--- src/rtl/alu_exec_unit_if.sv ---
// Request/result bundle for alu_exec_unit. The master issues operations and
// observes results; the slave is the execution unit itself.
interface alu_exec_unit_if;
   logic        valid_i;
   logic        ready_o;
   logic [3:0]  ALUCtrl_i;
   logic [31:0] src1_i;
   logic [31:0] src2_i;
   logic [4:0]  shamt_i;
   logic [31:0] result_o;
   logic        zero_o;
   logic        valid_o;

   modport master (
      output valid_i, ALUCtrl_i, src1_i, src2_i, shamt_i,
      input  ready_o, result_o, zero_o, valid_o
   );

   modport slave (
      input  valid_i, ALUCtrl_i, src1_i, src2_i, shamt_i,
      output ready_o, result_o, zero_o, valid_o
   );
endinterface

--- src/rtl/alu_exec_unit.sv ---
// Single-issue ALU execution unit. Most operations complete in one cycle;
// multiply runs as a 32-iteration shift-and-add sequence during which new
// requests are refused.
module alu_exec_unit (
   input  logic           clk_i,
   input  logic           rst_i,
   alu_exec_unit_if.slave bus
);

   typedef enum logic {
      IDLE = 1'b0,
      MUL  = 1'b1
   } state_t;

   state_t      state_q, state_d;
   logic [31:0] mcand_q, mcand_d;
   logic [31:0] mplier_q, mplier_d;
   logic [31:0] acc_q, acc_d;
   logic [4:0]  cnt_q, cnt_d;
   logic [31:0] result_q, result_d;
   logic        zero_q, zero_d;
   logic        valid_q, valid_d;
   logic [31:0] alu_res;
   logic [31:0] partial;

   // Current shift-and-add term: multiplicand shifted into place when the
   // selected multiplier bit is set.
   assign partial = mplier_q[cnt_q] ? (mcand_q << cnt_q) : 32'd0;

   // Single-cycle datapath; multiply and unknown codes fall to zero here.
   always_comb begin
      alu_res = 32'd0;
      case (bus.ALUCtrl_i)
         4'b0000: alu_res = bus.src1_i & bus.src2_i;
         4'b0001: alu_res = bus.src1_i | bus.src2_i;
         4'b0010: alu_res = bus.src1_i + bus.src2_i;
         4'b1000: alu_res = bus.src1_i + bus.src2_i;
         4'b0110: alu_res = bus.src1_i - bus.src2_i;
         4'b0011: alu_res = bus.src1_i - bus.src2_i;
         4'b0111: alu_res = ($signed(bus.src1_i) < $signed(bus.src2_i)) ? 32'd1 : 32'd0;
         4'b0101: alu_res = (bus.src1_i < bus.src2_i) ? 32'd1 : 32'd0;
         4'b1001: alu_res = (bus.src1_i == bus.src2_i) ? 32'd1 : 32'd0;
         4'b1011: alu_res = {bus.src2_i[15:0], 16'h0000};
         4'b1110: alu_res = $signed(bus.src2_i) >>> bus.shamt_i;
         4'b1111: alu_res = $signed(bus.src2_i) >>> bus.src1_i[4:0];
         4'b1101: alu_res = bus.src2_i << bus.shamt_i;
         default: alu_res = 32'd0;
      endcase
   end

   // Next-state logic: accept in IDLE, iterate in MUL, publish on completion.
   always_comb begin
      state_d  = state_q;
      mcand_d  = mcand_q;
      mplier_d = mplier_q;
      acc_d    = acc_q;
      cnt_d    = cnt_q;
      result_d = result_q;
      zero_d   = zero_q;
      valid_d  = 1'b0;
      case (state_q)
         IDLE: begin
            if (bus.valid_i) begin
               if (bus.ALUCtrl_i == 4'b0100) begin
                  mcand_d  = bus.src1_i;
                  mplier_d = bus.src2_i;
                  acc_d    = 32'd0;
                  cnt_d    = 5'd0;
                  state_d  = MUL;
               end else begin
                  result_d = alu_res;
                  zero_d   = (alu_res == 32'd0);
                  valid_d  = 1'b1;
               end
            end
         end
         MUL: begin
            acc_d = acc_q + partial;
            cnt_d = cnt_q + 5'd1;
            if (cnt_q == 5'd31) begin
               // zero flag is derived from the final product only
               state_d  = IDLE;
               result_d = acc_d;
               zero_d   = (acc_d == 32'd0);
               valid_d  = 1'b1;
            end
         end
         default: state_d = IDLE;
      endcase
   end

   // State and datapath registers with asynchronous active-low reset.
   always_ff @(posedge clk_i or negedge rst_i) begin
      if (!rst_i) begin
         state_q  <= IDLE;
         mcand_q  <= 32'd0;
         mplier_q <= 32'd0;
         acc_q    <= 32'd0;
         cnt_q    <= 5'd0;
         result_q <= 32'd0;
         zero_q   <= 1'b1;
         valid_q  <= 1'b0;
      end else begin
         state_q  <= state_d;
         mcand_q  <= mcand_d;
         mplier_q <= mplier_d;
         acc_q    <= acc_d;
         cnt_q    <= cnt_d;
         result_q <= result_d;
         zero_q   <= zero_d;
         valid_q  <= valid_d;
      end
   end

   assign bus.ready_o  = (state_q == IDLE);
   assign bus.result_o = result_q;
   assign bus.zero_o   = zero_q;
   assign bus.valid_o  = valid_q;

endmodule

--- src/flat_wrapper.sv ---
// flat-port wrapper written by rule: the top's interface ports become plain ports
module alu_exec_unit_flat 
  (clk_i, rst_i, bus_valid_i, bus_ALUCtrl_i, bus_src1_i, bus_src2_i, bus_shamt_i, bus_ready_o, bus_result_o, bus_zero_o, bus_valid_o);
  alu_exec_unit_if bus_i ();
  input  logic clk_i;
  input  logic rst_i;
  input wire logic [$bits(bus_i.valid_i)-1:0] bus_valid_i;
  input wire logic [$bits(bus_i.ALUCtrl_i)-1:0] bus_ALUCtrl_i;
  input wire logic [$bits(bus_i.src1_i)-1:0] bus_src1_i;
  input wire logic [$bits(bus_i.src2_i)-1:0] bus_src2_i;
  input wire logic [$bits(bus_i.shamt_i)-1:0] bus_shamt_i;
  output wire logic [$bits(bus_i.ready_o)-1:0] bus_ready_o;
  output wire logic [$bits(bus_i.result_o)-1:0] bus_result_o;
  output wire logic [$bits(bus_i.zero_o)-1:0] bus_zero_o;
  output wire logic [$bits(bus_i.valid_o)-1:0] bus_valid_o;
  assign bus_i.valid_i = bus_valid_i;
  assign bus_i.ALUCtrl_i = bus_ALUCtrl_i;
  assign bus_i.src1_i = bus_src1_i;
  assign bus_i.src2_i = bus_src2_i;
  assign bus_i.shamt_i = bus_shamt_i;
  assign bus_ready_o = bus_i.ready_o;
  assign bus_result_o = bus_i.result_o;
  assign bus_zero_o = bus_i.zero_o;
  assign bus_valid_o = bus_i.valid_o;
  alu_exec_unit u_core (.clk_i(clk_i), .rst_i(rst_i), .bus(bus_i));
endmodule
--- config.mk ---
export PLATFORM = sky130hd
export DESIGN_NAME = alu_exec_unit_flat
export DESIGN_NICKNAME = d
export VERILOG_FILES = /design/src/rtl/alu_exec_unit_if.sv /design/src/rtl/alu_exec_unit.sv /design/src/flat_wrapper.sv
export SDC_FILE = /design/constraint.sdc
export NUM_CORES = 1
export LEC_CHECK = 0
export CELL_PAD_IN_SITES_DETAIL_PLACEMENT = 1
export CELL_PAD_IN_SITES_GLOBAL_PLACEMENT = 1
export CORE_ASPECT_RATIO = 1.25
export CORE_MARGIN = 1.5
export CORE_UTILIZATION = 45
export DETAILED_ROUTE_END_ITERATION = 6
export DONT_BUFFER_PORTS = 1
export GPL_ROUTABILITY_DRIVEN = 0
export PLACE_DENSITY_LB_ADDON = 0.1
export SYNTH_ARGS = -nofsm -noshare
export SYNTH_HDL_FRONTEND = slang
export SYNTH_SLANG_ARGS = --single-unit
--- constraint.sdc ---
create_clock -name clk_i -period 17.37 [get_ports clk_i]
set_input_delay 1.737 -clock clk_i [delete_from_list [all_inputs] [get_ports clk_i]]
set_output_delay 1.737 -clock clk_i [all_outputs]
set_load 0.01 [all_outputs]
Word level (Yosys, flattened, before mapping)
Index checks and enable logic that the tools add are counted.
{ "classes": {"n_addsub": 4, "magnitude_cmp": 3, "n_eq_ne": 19, "shift": 4, "muxes": 29, "n_bitwise": 3, "n_reduce_logical": 8} }
{ "ops": {"columns": ["operator", "n"], "rows": [
  ["$pmux W32 S11", 1],
  ["$mux W32", 6],
  ["$pmux W32 S2", 2],
  ["$add A32 B32 Y32", 2],
  ["$logic_not A32 Y1", 2],
  ["$lt A32 B32 Y1", 2],
  ["$shl A32 B5 Y32", 2],
  ["$sshr A32 B5 Y32", 2],
  ["$and A32 B32 Y32", 1],
  ["$eq A32 B32 Y1", 1],
  ["$or A32 B32 Y32", 1],
  ["$sub A32 B32 Y32", 1],
  ["$eq A4 B4 Y1 const B", 6],
  ["$eq A4 B3 Y1 const B", 4],
  ["$mux W1", 13],
  ["$mux W5", 2],
  ["$pmux W5 S2", 1],
  ["$eq A4 B2 Y1 const B", 2],
  ["$lt A5 B6 Y1 const B", 1],
  ["$ne A2 B2 Y1 const B", 3],
  ["$pmux W1 S2", 3],
  ["$reduce_and A3 Y1", 2],
  ["$add A5 B1 Y5 const B", 1],
  ["$bmux W1 S5", 1],
  ["other kinds (7)", 8]
]} }
{ "totals": {"regBits": 136, "input_bits": 76, "out_inout_bits": 35, "wordCells": 78} }

Depth between registers and ports, before layout
{ "depth": {"depth_word": 7, "depth_mapped": 26, "ltp_nobuf": 21} }

Worst setup path before layout
No wires, ideal clock.
{ "synth_path": {"kind": "reg-to-reg", "from": "register u_core.cnt_q[0]", "to": "register u_core.zero_q (netlist: u_core.bus.zero_o)", "setup_time_ns": 0.060, "arrival_time_ns": 5.913, "required_time_ns": 17.310, "slack_ns": 11.397, "stages_incl_launch_ff": 25, "path_buffers": 7, "synth_period_minus_slack_ns": 5.973, "path_cell_list": "dfrtp_1 > clkbuf_1 > buf_2 > buf_2 > buf_2 > buf_1 > buf_1 > a211oi_1 > a21oi_1 > a21oi_1 > a211oi_1 > ha_1 > clkbuf_1 > a211oi_1 > o21ai_0 > o2111ai_1 > a31oi_1 > o21ai_0 > a211oi_1 > a2111oi_0 > xnor2_1 > nand4b_1 > or4_1 > nor4_1 > a211o_1"} }
{ "synth_between": {"elab_chain_len": 7, "elab_cells_between_ends": 11, "cone_classes": "add/sub (1); eq/ne (2); shift (1); mux (5); reduce/logical (2)"} }
{ "synth_lines": {"columns": ["item", "line_no", "source"], "rows": [
  ["start: declaration", "alu_exec_unit.sv:19", "logic [4:0] cnt_q, cnt_d;"],
  ["start signal: assignment", "alu_exec_unit.sv:108", "cnt_q <= cnt_d;"],
  ["$bmux W1 S5", "alu_exec_unit.sv:28", "assign partial = mplier_q[cnt_q] ? (mcand_q << cnt_q) : 32'd0;"],
  ["$mux W1 (not written as such)", "alu_exec_unit.sv:28", null],
  ["$mux W32", "alu_exec_unit.sv:28", null],
  ["$add A32 B32 Y32", "alu_exec_unit.sv:78", "acc_d = acc_q + partial;"],
  ["$logic_not A32 Y1", "alu_exec_unit.sv:84", "zero_d = (acc_d == 32'd0);"],
  ["$mux W1", "alu_exec_unit.sv:80", "if (cnt_q == 5'd31) begin"],
  ["$pmux W1 S2", "alu_exec_unit.sv:61", "case (state_q)"],
  ["end signal: assignment", "alu_exec_unit.sv:110", "zero_q <= zero_d;"],
  ["end: declaration", "alu_exec_unit.sv:21", "logic zero_q, zero_d;"]
]} }
Parallel ways exist; a longest one is shown, timed or not. The select of a mux whose other input is x is not followed.
A chain may end at the register's enable or synchronous reset.

Worst setup path after layout
Same ends and word-level chain as after synthesis.

==> impl_metrics.xml <==
<?xml version="1.0" encoding="UTF-8"?>
<metrics>
  <group name="status">
    <metric name="run_status" unit="">finished, final reports clean</metric>
  </group>
  <group name="timing">
    <metric name="fin_ws" unit="ns">10.80</metric>
    <metric name="slew_violations" unit="">0</metric>
    <metric name="timing_worst_slew_pin_value" unit="ns">1.18</metric>
    <metric name="slew_headroom" unit="%">21.5</metric>
    <metric name="final.period_utilization" unit="%">37.8</metric>
    <metric name="setup_viol" unit="">0</metric>
    <metric name="timing.clock.skew" unit="ns">0.0131</metric>
    <metric name="layout_min_cycle_time" unit="ns">6.57</metric>
    <metric name="final_hold_viol_count" unit="">0</metric>
    <metric name="max_clock_freq" unit="MHz">152</metric>
    <metric name="rsz_0062_raised_after_global_routing" unit="">no</metric>
    <metric name="fin_tns_setup" unit="ns">0</metric>
  </group>
  <group name="detailed_routing">
    <metric name="detail-route-antenna-nets" unit="">0</metric>
    <metric name="routed_wl" unit="µm">87200</metric>
    <metric name="drt_first_iter_violations" unit="">2416</metric>
    <metric name="detail_route.wl_per_cell" unit="µm">31.5</metric>
    <metric name="drt-pass1-iter-count" unit="">6</metric>
    <metric name="drc" unit="">0</metric>
    <metric name="post_drt_via_cell_ratio" unit="">7.07</metric>
    <metric name="vias" unit="">19500</metric>
  </group>
  <group name="pwr">
    <metric name="power_switching_share" unit="%">50.9</metric>
    <metric name="combPwrFrac" unit="%">59.9</metric>
    <metric name="peakVddDrop" unit="mV">0.0823</metric>
    <metric name="power_frac_clock" unit="%">16.6</metric>
    <metric name="p_per_area" unit="nW/µm²">120</metric>
    <metric name="internal_power" unit="mW">1.12</metric>
    <metric name="switchingPower" unit="mW">1.16</metric>
    <metric name="power.sequential.fraction" unit="%">23.5</metric>
    <metric name="power.static_leakage" unit="nW">8.17</metric>
    <metric name="totalPowerFinal" unit="mW">2.28</metric>
  </group>
  <group name="yosys">
    <metric name="synthesis.area_per_instance" unit="µm²">7.83</metric>
    <metric name="yosys.cell_types.count" unit="">92</metric>
    <metric name="yosys-top-cells-area" unit="">dfrtp_1, ha_1, mux2i_1</metric>
    <metric name="synth_enable_flop_cells" unit="">0</metric>
    <metric name="gate_count_of_the_mapped_netlist" unit="">2345</metric>
    <metric name="ys_dominant_reg_cell" unit="">dfrtp_1</metric>
    <metric name="postSynthNetCount" unit="">2556</metric>
    <metric name="yosysTopAreaCellShare" unit="%">18.4</metric>
    <metric name="summed_instance_area_of_the_synthesized_netlist" unit="µm²">18400</metric>
    <metric name="synth-async-reset-ratio" unit="%">100</metric>
    <metric name="seq_total_area_yosys" unit="%">18.5</metric>
    <metric name="netlist.top_cell.by_area" unit="">dfrtp_1</metric>
    <metric name="synth_warnings" unit="">0</metric>
    <metric name="postSynthRegisterBits" unit="">136</metric>
  </group>
  <group name="layout">
    <metric name="synthToLayoutAreaGrowth" unit="%">3.79</metric>
    <metric name="multi_input_area" unit="µm²">13700</metric>
    <metric name="finish.cell_count_without_fillers" unit="">2765</metric>
    <metric name="final_layout_size_suffix_gt1_share" unit="%">7.84</metric>
    <metric name="finalNetCount" unit="">2416</metric>
    <metric name="nFillCells" unit="">4966</metric>
    <metric name="final-seq-area" unit="µm²">3410</metric>
  </group>
  <group name="hold_path">
    <metric name="hold_path.class" unit="">reg -&gt; reg</metric>
    <metric name="hold_path_startpoint" unit="">u_core.mplier_q[24]</metric>
    <metric name="worst_hold_path.endpoint" unit="">u_core.mplier_q[24]</metric>
    <metric name="holdPathStages" unit="">2</metric>
  </group>
  <group name="setup_path">
    <metric name="cp_max_fo" unit="">50</metric>
    <metric name="timing.reg2reg.setup_slack" unit="ns">10.80</metric>
    <metric name="start_to_end_type_of_the_worst_setup_path" unit="">reg -&gt; reg</metric>
    <metric name="crit-reg2reg-launch" unit="">u_core.cnt_q[0]</metric>
    <metric name="timing.critical_path.to_type" unit="">register</metric>
    <metric name="cp.required" unit="ns">17.76</metric>
    <metric name="worst_r2r_path_depth" unit="">20</metric>
    <metric name="arrival" unit="ns">6.96</metric>
    <metric name="worst_setup_path_start_kind" unit="">register</metric>
    <metric name="critical_path.reg2reg.endpoint" unit="">u_core.bus.zero_o</metric>
  </group>
  <group name="clock_network">
    <metric name="cts-hold-fix-buffers" unit="">0</metric>
    <metric name="worst_skew_pair.late_latency" unit="ns">0.45</metric>
    <metric name="clock_tree.htree_level_count" unit="">4</metric>
    <metric name="tritoncts_num_sinks" unit="">136</metric>
    <metric name="cts_setup_buffers" unit="">0</metric>
    <metric name="clockBufferDepth" unit="">2</metric>
    <metric name="cts.repair.resized" unit="">0</metric>
    <metric name="cts_tree" unit="">done</metric>
    <metric name="cts-root-buf" unit="">clkbuf_16</metric>
    <metric name="clk_pin_slew" unit="ns">0.06</metric>
    <metric name="tritoncts.num_buffers" unit="">17</metric>
  </group>
  <group name="placed_design">
    <metric name="hpwlAfterDp" unit="µm">67600</metric>
    <metric name="buffer_ports.inserted" unit="">0</metric>
    <metric name="dp_worst_setup_slack" unit="ns">10.97</metric>
    <metric name="placed_cells" unit="">2732</metric>
  </group>
  <group name="floorplanning">
    <metric name="initial_utilization" unit="%">45.7</metric>
    <metric name="die_x" unit="µm">184</metric>
    <metric name="die_height" unit="µm">229</metric>
    <metric name="pin_count" unit="">111</metric>
    <metric name="die_area" unit="µm²">42000</metric>
    <metric name="number_of_standard_cell_rows_in_the_floorplan" unit="">82</metric>
    <metric name="placeableCoreArea" unit="µm²">40200</metric>
  </group>
  <group name="global_routing">
    <metric name="antenna_found_initial" unit="">2</metric>
    <metric name="grt_first_pass_wirelength" unit="µm">129000</metric>
    <metric name="grtUsageTotal" unit="%">41.4</metric>
    <metric name="grt_start_max_net_pins" unit="">137</metric>
    <metric name="grt_pass1_vias" unit="">19700</metric>
    <metric name="grt-ovfl-total" unit="">0</metric>
  </group>
  <group name="job">
    <metric name="max_cap_violations" unit="">0</metric>
  </group>
</metrics>
## power groups by stage
| stage | clock network, mW | registers [mW] | logic, mW |
|---|---|---|---|
| 4_1_cts | 0.384 | 0.533 | 1.33 |
| 2_1_floorplan | 0 | 0.488 | 0.937 |
| 6_report | 0.379 | 0.535 | 1.36 |
| 3_3_place_gp | 0 | 0.535 | 1.30 |
| 3_5_place_dp | 0 | 0.537 | 1.32 |
| 5_1_grt | 0.398 | 0.545 | 1.45 |
## per-layer routing
layer	up-vias	part of all wire (%)	global-route usage [%]	routed length [µm]
met4	0	9.2	32.7	7990
met2	1119	45	65.0	39300
li1	8411	-	-	-
met1	9696	37	49.8	32500
met3	314	8.4	7.27	7370
met5	-	0	0	0
## worst max-delay path by stage
stage | endpoint | depth (start not counted) | from | slack, ns
2_1_floorplan | u_core.bus.zero_o | 24 | u_core.cnt_q[0] | 11.40
3_3_place_gp | u_core.bus.zero_o | 14 | bus_src1_i[6] | 11.07
3_5_place_dp | u_core.bus.zero_o | 20 | u_core.cnt_q[0] | 10.97
4_1_cts | u_core.bus.zero_o | 20 | u_core.cnt_q[0] | 10.92
5_1_grt | u_core.bus.zero_o | 20 | u_core.cnt_q[0] | 10.28
6_report | u_core.bus.zero_o | 20 | u_core.cnt_q[0] | 10.80
## placed cells by master, fill, tap and decap left out, types with 21 or more instances in the layout
cell	n
nand2_1	290
nor2_1	197
o21ai_0	177
a21oi_1	174
mux2i_1	145
dfrtp_1	134
ha_1	132
inv_1	128
mux4_2	65
nand3_1	48
a211oi_1	41
xnor2_1	36
nor3_1	35
o211ai_1	29
a22o_1	28
a31oi_1	27
nor2b_1	24
a21o_1	23
mux2_2	21
buf_4	21
## synth_stat cells (all sizes together), types with 13 or more instances
master and count:
nand2 290, nor2 197, o21ai 180, a21oi 177, mux2i 151, dfrtp 135, ha 132, inv 131
clkbuf 109, buf 71, mux4 66, nand3 49, a211oi 41, nor3 37, xnor2 36, o211ai 29
a22o 28, a31oi 28, nor2b 24, a21o 23, mux2 21, nand4 19, a22oi 18, and2 18
nand2b 18, nor4 18, o21a 17, o221ai 17, o22ai 17, a221o 16, xor2 16, a221oi 15
or3 15, o21bai 14, a2111oi 13, and3 13
## critical path, cell delays in order (launching register included)
cell,delay (ns)
dfrtp_2,0.34
buf_4,0.59
mux4_2,0.61
nand2_1,0.08
nand2_1,0.12
nand3_1,0.28
nor2_1,0.10
ha_1,0.22
fa_1,0.46
a211oi_1,0.33
o21bai_1,0.19
o21a_1,0.29
a311oi_1,0.39
xnor2_1,0.22
or4_1,0.55
nor4b_1,0.27
nor4b_1,0.34
nand4b_1,0.13
or4_1,0.52
nor4_1,0.29
a211o_1,0.15
## registers in the layout (all words and copies together), names as in the netlist
register and count:
u_core.acc_q 32, u_core.bus.result_o 32, u_core.mcand_q 32, u_core.mplier_q 32, u_core.cnt_q 5, u_core.bus.valid_o 1, u_core.bus.zero_o 1, u_core.state_q 1
## cells by family after synthesis
family	Yosys count	share of synthesized area [%]
AOI/OAI and AO/OA	737	26.6
xor gates and xnor gates	52	2.48
adders and majority gates	135	9.32
buffers and inverters	311	6.98
DFF	136	18.5
muxes	238	17.8
and+or+nand+nor	736	18.3
## area by class of cell
cell class	instances	share of cell area, %
multi-input cells	1898	72.0
flip-flops and latches	136	17.9
well taps	546	3.58
inverters	131	2.58
clock buffers	20	2.40
repair buffers	21	0.827
clock inverters	12	0.722
diodes	1	0.0131
## stage by stage
step	util [%]	instance area, µm²	hold slack [ns]
2_1_floorplan	-	18400	0.445
3_3_place_gp	45.9	18500	0.457
3_5_place_dp	45.9	18500	0.470
4_1_cts	47.4	19100	0.485
5_1_grt	47.4	19100	0.508
6_report	47.4	19100	0.481
(Power assumes the default switching activity.)
